===== config.mk =====
export PLATFORM = sky130hd
export DESIGN_NAME = regfile
export DESIGN_NICKNAME = d
export VERILOG_FILES = /design/src/rtl/riscv_pkg.sv /design/src/rtl/regfile.sv
export SDC_FILE = /design/constraint.sdc
export NUM_CORES = 2
export LEC_CHECK = 0
export CORE_ASPECT_RATIO = 1.1
export CORE_UTILIZATION = 65
export CTS_CLUSTER_DIAMETER = 200
export CTS_CLUSTER_SIZE = 20
export DETAILED_ROUTE_END_ITERATION = 6
export PLACE_DENSITY_LB_ADDON = 0.1
export SYNTH_ARGS = -nofsm -noshare
export SYNTH_HDL_FRONTEND = slang
export SYNTH_SLANG_ARGS = --single-unit

===== constraint.sdc =====
create_clock -name CLK -period 21.3 [get_ports CLK]
set_clock_uncertainty 0.1 [all_clocks]
set_input_delay 5.325 -clock CLK [delete_from_list [all_inputs] [get_ports CLK]]
set_output_delay 5.325 -clock CLK [all_outputs]
set_load 0.01 [all_outputs]

===== src/rtl/riscv_pkg.sv =====
// Shared RV64 integer-datapath constants used by the register file and its users.
package riscv_pkg;

    localparam int unsigned XLEN  = 64;
    localparam int unsigned NREGS = 32;
    localparam int unsigned AW    = 5;

    localparam logic [AW-1:0] REG_ZERO = 5'd0;

endpackage


===== src/rtl/regfile.sv =====
// Integer register file: x1..x31 in flops, x0 hard-wired to zero, two combinational
// read ports (rs1/rs2) and one clocked write port (rd) with synchronous active-low reset.
module regfile
    import riscv_pkg::*;
#(
    parameter int unsigned XLEN  = riscv_pkg::XLEN,
    parameter int unsigned NREGS = riscv_pkg::NREGS,
    parameter int unsigned AW    = riscv_pkg::AW
) (
    input  logic            CLK,
    input  logic            RST_N,
    input  logic [AW-1:0]   Ra,
    input  logic [AW-1:0]   Rb,
    input  logic [AW-1:0]   Rw,
    input  logic            WE,
    input  logic [XLEN-1:0] Din,
    output logic [XLEN-1:0] Da,
    output logic [XLEN-1:0] Db
);

    logic [XLEN-1:0] r_regs [1:NREGS-1];
    logic [XLEN-1:0] w_rd   [0:NREGS-1];
    logic            w_wr_en;

    assign w_wr_en = WE && (Rw != AW'(REG_ZERO));

    // Reset wins over a same-edge write; writes to x0 never reach storage.
    always_ff @(posedge CLK) begin
        if (!RST_N) begin
            for (int i = 1; i < NREGS; i++) begin
                r_regs[i] <= '0;
            end
        end else if (w_wr_en) begin
            r_regs[Rw] <= Din;
        end
    end

    // Full-size read view with x0 as a constant, so the read muxes need no special case.
    assign w_rd[0] = '0;
    for (genvar g = 1; g < NREGS; g++) begin : g_rd
        assign w_rd[g] = r_regs[g];
    end

    assign Da = w_rd[Ra];
    assign Db = w_rd[Rb];

endmodule


==> results.yml <==
global_route:
  overflow: 0
  grt.met1_usage_pct: 55.70
  grt_first_pass_wirelength_mm: 509.3
  track_usage_pct: 44.13
  met3_usage_pct: 14.85
  grt_pass1_vias: 69230
  busiest_layer: "met2"
  met2_usage_pct: 66.82
  grt_max_degree: 153
  antenna_found_initial: 46
hold_path:
  holdCritPathClass: "in2reg"
  min_path_cells: 3
cells_and_area:
  finish.instance_area_um2: 112300
  fill_cells: 10730
  layout-drive-gt1-share_pct: 18.68
  top_register: "r_regs"
  multi_input_area_um2: 43500
  largest_reg_flops: 1984
  top_regs: "r_regs: 1984 flops"
  ff_latch_area_um2: 59580
  area_growth_pct: 5.854
  nets: 7024
clocking:
  cts_resized: 0
  clk_pin_slew_ns: 0.09
  h-tree-depth: 3
  cts_buffer_depth: 3
  cts_buffers: 109
  cts_hold_buf: 0
  cts_tree: "done"
  cts_setup_buffers: 0
  cts_sinks: 1984
  root_buffer: "clkbuf_16"
synth:
  yosys-top-cells-area: "edfxtp_1, mux4_2, and2_1"
  async_flop_share_pct: 0
  synth_top_area_share_pct: 56.15
  synth_top_area_cell: "edfxtp_1"
  synth_fp_nets: 7311
  yosysSeqAreaShare_pct: 56.15
  ys_warn_count: 0
  ys_ff_latch: 1984
  synth_area_um2: 106100
  synthFlopType: "edfxtp_1"
  synth-edff-count: 1984
  syn_area_per_cell_um2: 14.68
  synth_cells: 7229
  ys_types: 34
worst_setup_path:
  slowest_stage: "o31ai_1"
  worstSetupPathDepth: 9
  cp_top_family: "buffers and inverters"
  crit_top_cell: "buf_4"
  critPathKind: "in2out"
  cpPeakStageDelay_ns: 0.88
  cp-start-kind: "primary input"
  end_kind: "output port"
  crit_chain: "buf_8 -> buf_4 -> buf_4 -> buf_4 -> mux4_2 -> nand2_1 -> and3_1 -> o31ai_1 -> clkdlybuf4s50_1"
  cp.arrival_ns: 10.42
  cp_num_buf_inv: 5
  crit_fanout: 52
  cp_data_required_time_ns: 15.88
die:
  die_w_um: 387.2
  io_pins: 210
  rows: 155
  initial_core_util_pct: 65.45
  die-area_um2: 164900
  fp.dieH_um: 425.8
  fp.coreArea_um2: 162100
timing:
  rsz0062_at_grt: "no"
  max_freq_ghz: 0.06311
  slew_viol_final: 2
  period_share_pct: 74.39
  finalHoldViolations: 0
  setup_viol: 0
  finalCriticalPeriod_ns: 15.85
  tns_ns: 0
  slew_headroom_pct: -3.921
  tightest_slew_ns: 1.546
drt:
  ant_nets: 0
  num_vias: 71090
  wl_mm: 365.4
  drt_iter0_markers: 12680
  wire_per_inst_um: 40.16
  drc: 0
  dr.pass1.iters: 6
  viasPerCell: 7.813
power:
  ir_drop_v: 0.00006607
  p_per_area_nw_per_um2: 71.24
  p_total_uw: 8002
  leakage_uw: 0.03859
place:
  portBuffers: 209
  dp_hpwl_mm: 200.2
  place_congestion: 0.8891
  placed_area_um2: 109400
flow_run:
  max-cap-violations: 1
run_status:
  outcome: "finished with violations"
  violations: "capacitance limit, slew limit"
Yosys cell counts (2+ instances only):
| library cell | instances |
|---|---|
| clkbuf_4 | 2 |
| nor2b_1 | 6 |
| buf_2 | 93 |
| o21ai_0 | 31 |
| or3_1 | 2 |
| mux4_2 | 768 |
| edfxtp_1 | 1984 |
| nand3b_1 | 3 |
| and2_1 | 2050 |
| buf_4 | 42 |
| or3b_1 | 3 |
| o21ai_1 | 128 |
| buf_8 | 2 |
| a22o_1 | 384 |
| buf_1 | 37 |
| o31ai_1 | 128 |
| nand2b_1 | 2 |
| nor2_2 | 15 |
| mux2_2 | 128 |
| a211oi_1 | 128 |
| buf_6 | 46 |
| and3_1 | 64 |
| nor2_1 | 16 |
| clkbuf_1 | 573 |
| clkbuf_2 | 7 |
| nand2_1 | 131 |
| mux2i_1 | 320 |
| nor2_4 | 2 |
| o22ai_1 | 128 |
| nand4b_1 | 2 |
worst paths after layout:
path	endpoint	slack, ns	startpoint
setup / recovery	Da[53]	5.45	Ra[1]
hold / removal	r_regs[11][35]	5.53	RST_N
metal layers:
metal,vias to the layer above,wire [µm]
met3,1604,61350
met4,14,24120
met2,6961,163500
met5,-,237
met1,35470,116200
li1,27040,-
power by group:
part | switching, µW | internal, µW | leakage (µW)
sequential | 114 | 4500 | 0.0189
combinational | 708 | 490 | 0.0183
clock | 1250 | 938 | 0.00140
total | 2070 | 5930 | 0.0386
final cells by class:
| type | count | share of cell area [%] |
|---|---|---|
| Tap cell | 2119 | 2.360 |
| Timing Repair Buffer | 404 | 3.252 |
| Inverter | 2 | 0.01225 |
| Antenna cell | 35 | 0.07798 |
| Clock inverter | 1 | 0.01448 |
| Clock buffer | 113 | 2.518 |
| Multi-Input combinational cell | 4441 | 38.72 |
| Sequential cell | 1984 | 53.04 |
per-stage QoR:
step,utilization (%),cells,setup WS [ns],hold WS (ns)
6_report,69.28,9099,5.454,5.531
3_5_place_dp,67.46,8950,5.673,6.277
2_1_floorplan,-,7229,9.014,5.423
4_1_cts,69.22,9064,5.669,5.444
5_1_grt,69.24,9073,5.533,5.508
3_3_place_gp,67.46,8949,5.700,6.277
cells in the final DEF (no fill, tap or decap):
master,n
a211oi_1,128
a22o_1,384
and2_1,2048
and2_4,2
and3_1,64
buf_12,6
buf_2,1
buf_4,190
buf_6,4
buf_8,4
clkbuf_16,113
clkbuf_8,1
clkdlybuf4s50_1,198
clkinv_2,1
diode_2,35
edfxtp_1,1984
inv_12,1
inv_6,1
mux2_2,128
mux2i_1,320
mux4_2,768
nand2_1,129
nand2_4,2
nand2b_4,2
nand3_1,1
nand3b_1,3
nand4_1,1
nand4b_1,2
nor2_4,33
nor2b_4,6
o21ai_1,128
o21ai_4,31
o22ai_1,128
o31ai_1,125
o31ai_2,3
or3_1,2
or3b_1,3
cells by family (layout without fill, tap and decap cells):
| group | Yosys count | in the layout | share of synthesized area [%] |
|---|---|---|---|
| buffers and inverters | 804 | 520 | 3.464 |
| other | 0 | 35 | 0 |
| AND/OR/NAND/NOR | 2298 | 2298 | 13.23 |
| flip-flops | 1984 | 1984 | 56.15 |
| multiplexers | 1216 | 1216 | 20.68 |
| AO/OA/AOI/OAI | 927 | 927 | 6.485 |
tightest hold or removal path, stage by stage:
cell and delay (ns):
buf_2 0.10, buf_4 0.38, o21ai_4 0.38
No activity file was read; power rests on OpenSTA's default activity.
